## config.mk

```make
export PLATFORM = sky130hd
export DESIGN_NAME = store_merge_rmw_flat
export DESIGN_NICKNAME = d
export VERILOG_FILES = /design/src/rtl/store_merge_rmw_if.sv /design/src/rtl/store_merge_rmw.sv /design/src/flat_wrapper.sv
export SDC_FILE = /design/constraint.sdc
export NUM_CORES = 1
export LEC_CHECK = 0
export CORE_MARGIN = 1.5
export CORE_UTILIZATION = 45
export DETAILED_ROUTE_END_ITERATION = 8
export PLACE_DENSITY_LB_ADDON = 0.12
export REMOVE_ABC_BUFFERS = 1
export SYNTH_ARGS = -nofsm -noshare
export SYNTH_HDL_FRONTEND = slang
export SYNTH_SLANG_ARGS = --single-unit
```

## constraint.sdc

```tcl
create_clock -name clk -period 1.8 [get_ports clk]
set_input_delay 0.27 -clock clk [delete_from_list [all_inputs] [get_ports clk]]
set_output_delay 0.27 -clock clk [all_outputs]
set_load 0.005 [all_outputs]
```

## src/rtl/store_merge_rmw_if.sv

```systemverilog
// Store-path bus bundle: request side from EX/MEM plus the word-wide data memory port.
// The slave modport is the store unit's view; master is the pipeline/memory side.
interface store_merge_rmw_if #(
  parameter int DATA_W = 32,
  parameter int ADDR_W = 32
);
  logic              req_valid;
  logic              req_ready;
  logic [1:0]        size;
  logic [ADDR_W-1:0] addr;
  logic [DATA_W-1:0] wdata;
  logic [ADDR_W-1:0] mem_addr;
  logic              mem_rd;
  logic [DATA_W-1:0] mem_rdata;
  logic              mem_wr;
  logic [DATA_W-1:0] mem_wdata;
  logic              done;
  logic              err;

  modport master (
    output req_valid, size, addr, wdata, mem_rdata,
    input  req_ready, mem_addr, mem_rd, mem_wr, mem_wdata, done, err
  );

  modport slave (
    input  req_valid, size, addr, wdata, mem_rdata,
    output req_ready, mem_addr, mem_rd, mem_wr, mem_wdata, done, err
  );
endinterface

```

## src/rtl/store_merge_rmw.sv

```systemverilog
// Store-path unit: partial stores run read-modify-write on a word-only memory port.
// Define STORE_MISALIGN_TRAP_EN to reject misaligned or oversize stores with err.
module store_merge_rmw #(
  parameter int DATA_W = 32,
  parameter int ADDR_W = 32,
  parameter int RD_LAT = 1
) (
  input logic              clk,
  input logic              rst,
  store_merge_rmw_if.slave bus
);
  localparam int LANES = DATA_W / 8;
  localparam int LB    = $clog2(LANES);
  localparam int CW    = (RD_LAT > 1) ? $clog2(RD_LAT) : 1;
  localparam logic [CW-1:0] CNT_LAST = CW'(RD_LAT - 1);

  typedef enum logic [2:0] {IDLE, READ, WAIT, WRITE, TRAP} state_t;

  state_t            state;
  logic [CW-1:0]     cnt;
  logic [LB-1:0]     lane_q;
  logic [1:0]        es_q;
  logic [DATA_W-1:0] wdata_q;
  logic              mem_rd_q;
  logic              mem_wr_q;
  logic              done_q;
  logic [ADDR_W-1:0] mem_addr_q;
  logic [DATA_W-1:0] mem_wdata_q;

  logic [1:0]        es;
  logic [LB-1:0]     low_bits;
  logic [LB-1:0]     align_mask;
  logic [LB-1:0]     lane;
  logic              full;
  logic              trap;
  logic [LANES-1:0]  bmask;
  logic [DATA_W-1:0] shifted;
  logic [DATA_W-1:0] merged;

  // Request decode: clamp size to the word, align the lane to the access size.
  always_comb begin
    es         = (32'(bus.size) > LB) ? 2'(LB) : bus.size;
    low_bits   = bus.addr[LB-1:0];
    align_mask = ~((LB'(1) << es) - LB'(1));
    lane       = low_bits & align_mask;
    full       = (32'(es) == LB);
`ifdef STORE_MISALIGN_TRAP_EN
    trap       = ((low_bits & ~align_mask) != '0) || (32'(bus.size) > LB);
`else
    trap       = 1'b0;
`endif
  end

  // Little-endian lane merge of the registered store data into the returned word.
  always_comb begin
    shifted = wdata_q << {lane_q, 3'b000};
    bmask   = ((LANES'(1) << (LANES'(1) << es_q)) - LANES'(1)) << lane_q;
    merged  = bus.mem_rdata;
    for (int i = 0; i < LANES; i++) begin
      if (bmask[i]) merged[8*i +: 8] = shifted[8*i +: 8];
    end
  end

  always_ff @(posedge clk) begin
    if (rst) begin
      state       <= IDLE;
      cnt         <= '0;
      lane_q      <= '0;
      es_q        <= '0;
      wdata_q     <= '0;
      mem_rd_q    <= 1'b0;
      mem_wr_q    <= 1'b0;
      done_q      <= 1'b0;
      mem_addr_q  <= '0;
      mem_wdata_q <= '0;
    end else begin
      mem_rd_q <= 1'b0;
      mem_wr_q <= 1'b0;
      done_q   <= 1'b0;
      case (state)
        IDLE: begin
          if (bus.req_valid) begin
            lane_q     <= lane;
            es_q       <= es;
            wdata_q    <= bus.wdata;
            mem_addr_q <= {bus.addr[ADDR_W-1:LB], LB'(0)};
            if (trap) begin
              state  <= TRAP;
              done_q <= 1'b1;
            end else if (full) begin
              state       <= WRITE;
              mem_wr_q    <= 1'b1;
              done_q      <= 1'b1;
              mem_wdata_q <= bus.wdata;
            end else begin
              state    <= READ;
              mem_rd_q <= 1'b1;
            end
          end
        end
        READ: begin
          state <= WAIT;
          cnt   <= '0;
        end
        // Read data is only valid in the last wait cycle, so merge and write from there.
        WAIT: begin
          if (cnt == CNT_LAST) begin
            state       <= WRITE;
            mem_wr_q    <= 1'b1;
            done_q      <= 1'b1;
            mem_wdata_q <= merged;
          end else begin
            cnt <= cnt + CW'(1);
          end
        end
        WRITE:   state <= IDLE;
        TRAP:    state <= IDLE;
        default: state <= IDLE;
      endcase
    end
  end

  // Strobes are gated by rst so a write caught mid-reset never reaches memory.
  assign bus.req_ready = (state == IDLE) && !rst;
  assign bus.mem_rd    = mem_rd_q && !rst;
  assign bus.mem_wr    = mem_wr_q && !rst;
  assign bus.done      = done_q && !rst;
  assign bus.mem_addr  = mem_addr_q;
  assign bus.mem_wdata = mem_wdata_q;
`ifdef STORE_MISALIGN_TRAP_EN
  assign bus.err       = (state == TRAP) && !rst;
`else
  assign bus.err       = 1'b0;
`endif
endmodule

```

## src/flat_wrapper.sv

```systemverilog
// flat-port wrapper written by rule: the top's interface ports become plain ports
module store_merge_rmw_flat 
#(
  parameter int DATA_W = 32,
  parameter int ADDR_W = 32,
  parameter int RD_LAT = 1
)
  (clk, rst, bus_req_valid, bus_size, bus_addr, bus_wdata, bus_mem_rdata, bus_req_ready, bus_mem_addr, bus_mem_rd, bus_mem_wr, bus_mem_wdata, bus_done, bus_err);
  store_merge_rmw_if #(.DATA_W(DATA_W), .ADDR_W(ADDR_W)) bus_i ();
  input logic clk;
  input logic rst;
  input wire logic [$bits(bus_i.req_valid)-1:0] bus_req_valid;
  input wire logic [$bits(bus_i.size)-1:0] bus_size;
  input wire logic [$bits(bus_i.addr)-1:0] bus_addr;
  input wire logic [$bits(bus_i.wdata)-1:0] bus_wdata;
  input wire logic [$bits(bus_i.mem_rdata)-1:0] bus_mem_rdata;
  output wire logic [$bits(bus_i.req_ready)-1:0] bus_req_ready;
  output wire logic [$bits(bus_i.mem_addr)-1:0] bus_mem_addr;
  output wire logic [$bits(bus_i.mem_rd)-1:0] bus_mem_rd;
  output wire logic [$bits(bus_i.mem_wr)-1:0] bus_mem_wr;
  output wire logic [$bits(bus_i.mem_wdata)-1:0] bus_mem_wdata;
  output wire logic [$bits(bus_i.done)-1:0] bus_done;
  output wire logic [$bits(bus_i.err)-1:0] bus_err;
  assign bus_i.req_valid = bus_req_valid;
  assign bus_i.size = bus_size;
  assign bus_i.addr = bus_addr;
  assign bus_i.wdata = bus_wdata;
  assign bus_i.mem_rdata = bus_mem_rdata;
  assign bus_req_ready = bus_i.req_ready;
  assign bus_mem_addr = bus_i.mem_addr;
  assign bus_mem_rd = bus_i.mem_rd;
  assign bus_mem_wr = bus_i.mem_wr;
  assign bus_mem_wdata = bus_i.mem_wdata;
  assign bus_done = bus_i.done;
  assign bus_err = bus_i.err;
  store_merge_rmw #(.DATA_W(DATA_W), .ADDR_W(ADDR_W), .RD_LAT(RD_LAT)) u_core (.clk(clk), .rst(rst), .bus(bus_i));
endmodule
```

==> flow_summary.json, run 1 <==
{
  "rsz0062_at_grt": "false",
  "async_flop_share_pct": 0,
  "clockBufferDepth": 2,
  "drv_cap": 0,
  "ant_nets": 0,
  "die_height_um": 106,
  "synth_top_cell_by_area": "dfxtp_1",
  "hpwlAfterDp_mm": 10.1,
  "antenna_found_initial": 0,
  "remaining_drc_errors": 0,
  "power.leakage_nw": 2.47,
  "numCtsBuffers": 9,
  "fillCellCount": 876,
  "wire_per_inst_um": 16.0,
  "start_util_pct": 46.3,
  "crit_path_start_kind": "flip-flop",
  "core_sq_um": 10300,
  "place.gp.congestion": 0.885,
  "area_delta_synth_final_pct": 43.6,
  "worstSkewPairLatency_ns": 0.37,
  "drt-initial-drc-count": 218,
  "fin_area_sq_um": 6870,
  "hp-class": "in2reg",
  "cts_tree": "built",
  "htreeDepth": 3,
  "diodes": 0,
  "grt_pass1_wl_mm": 22.7,
  "min_to": "u_core.wdata_q[6]",
  "nNetsFinal": 867,
  "setup_ws_ns": 0.0913,
  "viasPerCell": 5.45,
  "drtPass1Iterations": 5,
  "synth_top_area_share_pct": 42.7,
  "fin_total_pwr_mw": 7.12,
  "critPathCaptureType": "flip-flop",
  "syn_inst": 607,
  "layout-drive-gt1-share_pct": 8.60,
  "tightest_slew_ns": 0.618,
  "yosysWarnings": 0,
  "fin_crit_ns": 1.71,
  "synth_most_common_cell": "nand2_1",
  "reg2reg_from": "u_core.es_q[0]",
  "status": "completed",
  "synth_seq_cells": 102,
  "place_ws_ns": 0.0388,
  "skew_ns": 0.0244,
  "grt_max_degree": 42,
  "port_buffers": 166,
  "p_per_area_nw_per_um2": 1040,
  "die_w_um": 106,
  "fin_crit_sh_pct": 94.9,
  "netlist_area_sq_um": 4780,
  "via_count": 4925,
  "slew_headroom_pct": 58.7,
  "synth-edff-count": 0,
  "grt_pass1_vias": 4732,
  "cts-root-buf": "clkbuf_8",
  "finalMaxSlewViolations": 0,
  "cp.required_ns": 2.04,
  "clk_pin_slew_ns": 0.11,
  "critPathKind": "reg2reg",
  "ys_seq_area_share_pct": 42.7,
  "place_area_sq_um": 6670,
  "rrSetupSlack_ns": 0.09,
  "overflow": 0,
  "hold_violations": 0,
  "design.portCount": 170,
  "synth_ff_type": "dfxtp_1",
  "synth.distinct_cells": 38,
  "r2r-end": "u_core.bus.mem_wdata[20]",
  "avgSynthCellArea_sq_um": 7.88,
  "num_rows": 37,
  "min_path_cells": 2,
  "routed_wirelength_mm": 14.4,
  "yosys-top-cells-count": "nand2_1 (155), dfxtp_1 (102), a21oi_1 (100)",
  "cp_max_fo": 7,
  "fmax_mhz": 585,
  "track_usage_pct": 25.4,
  "peakVddDrop_mv": 0.747,
  "cts.sinks": 102,
  "worstPathArrival_ns": 1.95,
  "die_area_sq_um": 11300,
  "min_from": "rst",
  "setup_viol": 0,
  "synth.area.top_cells": "dfxtp_1 (43%), nand2_1 (12%), a21oi_1 (10%)",
  "r2r_cells": 7
}
-- worst max-delay path by stage --
stage	start	end
2_1_floorplan	u_core.state[0]	u_core.bus.mem_wdata[24]
3_3_place_gp	bus_req_valid	u_core.es_q[0]
3_5_place_dp	bus_req_valid	u_core.es_q[0]
4_1_cts	u_core.es_q[1]	u_core.bus.mem_wdata[24]
5_1_grt	u_core.es_q[0]	u_core.bus.mem_wdata[30]
6_report	u_core.es_q[0]	u_core.bus.mem_wdata[20]
-- metrics by stage --
stage	instances	util, %	TNS, ns	hold WS [ns]
floorplan	553	-	-54.51	0.339
finish	903	66.6	0	0.195
global route	903	66.6	0	0.201
CTS	902	66.5	0	0.186
global placement	886	64.6	0	0.440
detailed placement	886	64.6	0	0.443
-- timing repair --
item / CTS / global route
setup buffers: 0 / 1
gates resized for setup: 7 / 1
endpoints found under the setup margin: 1 / 9
pin swaps: 0 / 1
hold buffers: 0 / 0
-- final cells by class --
class	instances	area, sq um	share of cell area [%]
inverter	5	18.8	0.273
sequential	102	2050	29.8
clock buffer	11	141	2.06
clock inverter	5	35.0	0.510
timing repair buffer	198	1990	28.9
tap	136	170	2.48
multi-input combinational	446	2470	36.0
-- cell families after synthesis --
| logic type | share of synthesized area (%) |
|---|---|
| multiplexers | 6.69 |
| AND/OR/NAND/NOR | 20.9 |
| other | 0.0784 |
| adder cells (fa/ha/maj) | 1.05 |
| AO/OA/AOI/OAI | 22.3 |
| flip-flops | 42.7 |
| buffers and inverters | 6.35 |
-- where the power goes --
group          leakage [nW]  switching (mW)  internal, mW
Clock                0.0893           0.800         0.543
Sequential            0.837           0.250          2.63
Combinational          1.55            1.44          1.46
Total                  2.47            2.49          4.63
-- per-layer routing --
metal  up-vias  share of wire, %  global-route usage [%]
met4         0               2.2                    11.4
li1       2403                 -                       -
met5         -                 0                       0
met1      2275                42                    31.2
met2       224                46                    41.9
met3        23               9.5                    6.56
-- cells in the final DEF (no fill, tap or decap), types with 14 or more instances in the layout --
cell               n
dfxtp_1           98
nor2_1            27
nand2_1          154
a21oi_1          100
mux2i_1           32
nor2b_1           14
buf_4             26
a211oi_1          16
o21ai_1           22
clkdlybuf4s50_1  164
-- critical path: stages (launching register included) --
cell     delay [ns]
dfxtp_1        0.39
nor2b_1        0.16
ha_1           0.26
buf_4          0.15
a21oi_4        0.18
buf_12         0.16
mux2i_1        0.20
o22ai_1        0.10
-- flip-flops by register name, summed over array words and instances (netlist names) --
signal / count
u_core.state: 2
u_core.mem_rd_q: 1
u_core.lane_q: 2
u_core.wdata_q: 32
u_core.es_q: 2
u_core.bus.mem_addr: 30
u_core.bus.mem_wdata: 32
u_core.mem_wr_q: 1
Note: power is estimated with default switching activity, not from simulation.
==> run 2, diff against run 1 <==
--- a/config.mk
+++ b/config.mk
@@ -9,7 +9,6 @@
 export CORE_UTILIZATION = 45
 export DETAILED_ROUTE_END_ITERATION = 8
 export PLACE_DENSITY_LB_ADDON = 0.12
-export REMOVE_ABC_BUFFERS = 1
 export SYNTH_ARGS = -nofsm -noshare
 export SYNTH_HDL_FRONTEND = slang
 export SYNTH_SLANG_ARGS = --single-unit
==> run 2 against run 1 <==
Setup slack improved by 0.0039 ns. Power up 2.7%. Count of clock-buffer cells in the layout fell by 1. Highest routed layer unchanged. Register-to-register slack about the same. Critical path depth is 1 higher. Critical path type unchanged. Critical endpoint is now u_core.bus.mem_wdata[29]. Combinational power up 1%. Cell area rose by 0.75%. Global-route usage decreased by 0.25 points. Flip-flop and latch count unchanged. Sequential share of layout area down 0.20 points. Maximum frequency rose by 0.23%.
==> flow_summary.json, run 2 (synthesis gave the netlist of run 1 again) <==
{
  "dp_cells": 883,
  "finalMaxSlewViolations": 0,
  "cts.sinks": 102,
  "final_cell_mix": "clkdlybuf4s50_1 (164), nand2_1 (154), a21oi_1 (100), dfxtp_1 (97), mux2i_1 (32)",
  "status": "completed",
  "htreeDepth": 3,
  "via_count": 4834,
  "num_rows": 37,
  "antenna_found_initial": 0,
  "overflow": 0,
  "grt_max_degree": 43,
  "worstSkewPairLatency_ns": 0.37,
  "setup_viol": 0,
  "rsz0062_at_grt": "false",
  "fmax_mhz": 587,
  "track_usage_pct": 25.2,
  "clockBufferDepth": 2,
  "critPathCaptureType": "flip-flop",
  "die_area_sq_um": 11300,
  "routed_wirelength_mm": 14.2,
  "port_buffers": 166,
  "cp_max_fo": 8,
  "stdcell_count": 900,
  "layout-drive-gt1-share_pct": 8.64,
  "drv_cap": 0,
  "hpwlAfterDp_mm": 10.4,
  "power.leakage_nw": 2.48,
  "critPathKind": "reg2reg",
  "final_common_cell": "clkdlybuf4s50_1",
  "viasPerCell": 5.37,
  "ant_nets": 0,
  "drt-initial-drc-count": 223,
  "fin_setup_tns_ns": 0,
  "cts_tree": "built",
  "die_height_um": 106,
  "worstPathArrival_ns": 1.96,
  "reg2reg_from": "u_core.es_q[1]",
  "numCtsBuffers": 9,
  "r2r_cells": 8,
  "endpoint": "u_core.bus.mem_wdata[29]",
  "design.portCount": 170,
  "rrSetupSlack_ns": 0.1,
  "drtPass1Iterations": 5,
  "cp.required_ns": 2.05,
  "fin_crit_sh_pct": 94.7,
  "skew_ns": 0.0118,
  "fin_crit_ns": 1.70,
  "area_delta_synth_final_pct": 44.7,
  "cp-startpoint": "u_core.es_q[1]",
  "peakVddDrop_mv": 0.688,
  "remaining_drc_errors": 0,
  "r2r-end": "u_core.bus.mem_wdata[29]",
  "start_util_pct": 46.3,
  "wire_per_inst_um": 15.8,
  "core_sq_um": 10300,
  "place.gp.congestion": 0.885,
  "nNetsFinal": 864,
  "die_w_um": 106,
  "p_per_area_nw_per_um2": 1060,
  "hp-class": "in2reg",
  "hold_violations": 0,
  "diodes": 0,
  "clk_pin_slew_ns": 0.10,
  "cts-root-buf": "clkbuf_8",
  "crit_path_start_kind": "flip-flop",
  "grt_pass1_wl_mm": 22.9,
  "grt_pass1_vias": 4722
}
-- run 2: cell count changes in the layout (fill, tap and decap cells not counted), sizes merged --
cell,previous run,this run
buf,33,30
clkbuf,11,10
clkinv,4,2
bufinv,0,1
inv,5,7
-- run 2: area by class of cell --
| class | count | area [sq um] |
|---|---|---|
| fillers | 889 | 3400 |
| multi-input cells | 446 | 2490 |
| flip-flops and latches | 102 | 2050 |
| repair buffers | 195 | 2000 |
| well taps | 136 | 170 |
| clock buffers | 10 | 128 |
| clock inverters | 6 | 68.8 |
| inverters | 5 | 18.8 |
-- run 2: how the worst min path moves through the flow --
stage | start | endpoint | slack, ns | cells past startpoint
after floorplan | bus_size[1] | u_core.mem_rd_q | 0.35 | 1
after global placement | u_core.bus.mem_addr[31] | u_core.bus.mem_addr[31] | 0.44 | 2
after detailed placement | u_core.bus.mem_addr[12] | u_core.bus.mem_addr[12] | 0.45 | 2
after CTS | rst | u_core.bus.mem_addr[12] | 0.25 | 2
after global routing | rst | u_core.bus.mem_addr[12] | 0.26 | 2
final | rst | u_core.bus.mem_addr[12] | 0.26 | 2
-- run 2: timing repair --
item	4_1_cts	5_1_grt
resized for setup	7	6
pin swaps	1	1
hold buffers	0	0
setup buffers	1	0
endpoints found under the setup margin	1	10
-- run 2: worst max-delay path, cell delays in order (launching register included) --
cell and delay [ns]:
dfxtp_2 0.37, nor2_1 0.16, ha_1 0.20, nand3_1 0.10, o211ai_1 0.10, and3_1 0.23, buf_12 0.15, mux2i_1 0.21
o21ai_1 0.08
-- run 2: report_power, final --
group	internal (mW)	switching, mW
combinational	1.50	1.44
clock	0.655	0.832
sequential	2.63	0.251
total	4.79	2.53
-- run 2: per-layer routing --
layer	global-route usage, %	vias up	wire, um
met5	0	-	0
met4	6.95	0	187
met3	3.56	13	703
met2	43.6	148	6910
met1	32.7	2279	6420
li1	-	2394	-
-- run 2: metrics by stage --
step | instance area, sq um | setup slack [ns] | utilization (%) | hold slack (ns) | power [mW]
after global placement | 6690 | 0.113 | 64.8 | 0.441 | 5.72
after CTS | 6900 | 0.0378 | 66.9 | 0.252 | 7.32
after detailed placement | 6690 | 0.0368 | 64.8 | 0.448 | 5.81
after floorplan | 4790 | 0.142 | - | 0.349 | 4.41
after global routing | 6920 | 0.00304 | 67.1 | 0.263 | 7.73
final | 6920 | 0.0952 | 67.1 | 0.262 | 7.32
==> run 3, diff against run 2 <==
--- a/config.mk
+++ b/config.mk
@@ -8,6 +8,7 @@
 export CORE_MARGIN = 1.5
 export CORE_UTILIZATION = 45
 export DETAILED_ROUTE_END_ITERATION = 8
+export MAX_ROUTING_LAYER = met4
 export PLACE_DENSITY_LB_ADDON = 0.12
 export SYNTH_ARGS = -nofsm -noshare
 export SYNTH_HDL_FRONTEND = slang
==> run 3 against run 2 <==
Setup slack got worse by 0.029 ns. Worst hold slack improved by 0.0074 ns. Cell count rose by 0.11%. Highest routed layer unchanged. Clock skew fell by 0.0019 ns. Register-to-register slack got worse by 0.03 ns. Non-clock buffer count rose by 1. Maximum frequency fell by 1.7%. Critical endpoint unchanged.
==> flow_summary.json, run 3 (synthesis gave the netlist of run 1 again) <==
{
  "status": "completed",
  "final_common_cell": "clkdlybuf4s50_1",
  "grt_pass1_wl_mm": 22.7,
  "routed_wirelength_mm": 14.2,
  "endpoint": "u_core.bus.mem_wdata[29]",
  "r2r_cells": 8,
  "wire_per_inst_um": 15.7,
  "fin_crit_ns": 1.73,
  "worstPathArrival_ns": 1.98,
  "cts.sinks": 102,
  "dp_cells": 881,
  "place_area_sq_um": 6660,
  "post-route-util_pct": 67.2,
  "final_cell_mix": "clkdlybuf4s50_1 (164), nand2_1 (154), a21oi_1 (100), dfxtp_1 (97), mux2i_1 (30)",
  "cp-startpoint": "u_core.es_q[0]",
  "critPathCaptureType": "flip-flop",
  "path_cells": "nor2b_1, ha_1, inv_1, o21ai_1, and3_1, buf_12, mux2i_2, o21ai_1",
  "hpwlAfterDp_mm": 10.3,
  "rsz0062_at_grt": "true",
  "stdcell_count": 901,
  "die_area_sq_um": 11300,
  "place_ws_ns": 0.0239,
  "peakVddDrop_mv": 0.965,
  "drtPass1Iterations": 6,
  "grt_pass1_vias": 4627,
  "track_usage_pct": 26.0,
  "diodes": 0,
  "drv_cap": 0,
  "start_util_pct": 46.3,
  "fmax_mhz": 577,
  "hold_violations": 0,
  "remaining_drc_errors": 0,
  "rrSetupSlack_ns": 0.07,
  "cpPeakStageDelay_ns": 0.36,
  "fin_crit_sh_pct": 96.3,
  "power.leakage_nw": 2.49,
  "place.gp.congestion": 0.892,
  "clk_pin_slew_ns": 0.09,
  "p_per_area_nw_per_um2": 1080,
  "fillCellCount": 876,
  "cts-root-buf": "clkbuf_8",
  "htreeDepth": 3,
  "core_sq_um": 10300,
  "cp.required_ns": 2.05,
  "path_depth": 8,
  "port_buffers": 166,
  "critPathBufInv": 2,
  "clockBufferDepth": 2,
  "die_height_um": 106,
  "skew_ns": 0.00993,
  "via_count": 4880,
  "layout-drive-gt1-share_pct": 8.10,
  "worstSkewPairLatency_ns": 0.36,
  "ant_nets": 0,
  "area_delta_synth_final_pct": 45.1,
  "grt_max_degree": 48,
  "cts_tree": "built",
  "crit_path_start_kind": "flip-flop",
  "viasPerCell": 5.42,
  "crit_slowest_cell": "dfxtp_2",
  "nNetsFinal": 865,
  "r2r-end": "u_core.bus.mem_wdata[29]",
  "die_w_um": 106,
  "setup_ws_ns": 0.0665,
  "reg2reg_from": "u_core.es_q[0]",
  "setup_viol": 0,
  "drt-initial-drc-count": 294,
  "cp_max_fo": 8,
  "numCtsBuffers": 9,
  "finalMaxSlewViolations": 0,
  "design.portCount": 170,
  "overflow": 0,
  "crit_family": "flip-flops",
  "critPathKind": "reg2reg",
  "fin_area_sq_um": 6940,
  "critPathMostFrequentCell": "o21ai_1",
  "num_rows": 37,
  "antenna_found_initial": 0,
  "hp-class": "in2reg",
  "fin_total_pwr_mw": 7.50
}
-- run 3: per-stage QoR --
step,hold WS [ns],setup TNS (ns)
3_3_place_gp,0.441,0
4_1_cts,0.255,0
3_5_place_dp,0.445,0
6_report,0.270,0
2_1_floorplan,0.349,0
5_1_grt,0.274,-0.0161
-- run 3: worst min-delay path by stage --
stage,from,endpoint,depth (start not counted)
floorplan,bus_size[1],u_core.mem_rd_q,1
global placement,u_core.bus.mem_addr[30],u_core.bus.mem_addr[30],2
detailed placement,u_core.wdata_q[31],u_core.wdata_q[31],2
CTS,rst,u_core.state[1],2
global route,rst,u_core.bus.mem_addr[12],2
finish,rst,u_core.state[1],2
-- run 3: area by class of cell --
class,count,area [sq um],area share [%]
Sequential cell,102,2050,29.5
Tap cell,136,170,2.45
Multi-Input combinational cell,446,2470,35.6
Clock buffer,12,135,1.95
Inverter,5,18.8,0.270
Timing Repair Buffer,196,2000,28.8
Clock inverter,4,95.1,1.37
-- run 3: timing repair --
| action | 4_1_cts | 5_1_grt |
|---|---|---|
| hold buffers | 0 | 0 |
| pin swaps | 0 | 1 |
| buffers inserted | 0 | 4 |
| resized for setup | 5 | 6 |
| endpoints found under the hold margin | 0 | 0 |
| setup endpoints to repair | 1 | 17 |
-- run 3: worst reg2reg max path, delay by kind of cell (launching register included) --
family | cells | cell delay (ns)
compound gates | 2 | 0.20
fa+ha+maj | 1 | 0.30
buf+inv | 2 | 0.19
flops | 1 | 0.36
mux | 1 | 0.24
simple gates | 2 | 0.34
-- run 3: power breakdown --
group,internal (mW),switching [mW],leakage (nW),total (mW)
registers,2.63,0.244,0.838,2.88
clock network,0.925,0.756,0.115,1.68
logic,1.51,1.44,1.53,2.95
-- run 3: metal layers --
layer	up-vias	track usage, %	routed length (um)
met5	-	-	0
met4	0	6.95	269
met3	20	5.09	914
met2	198	42.8	6840
met1	2263	32.8	6150
li1	2399	-	-
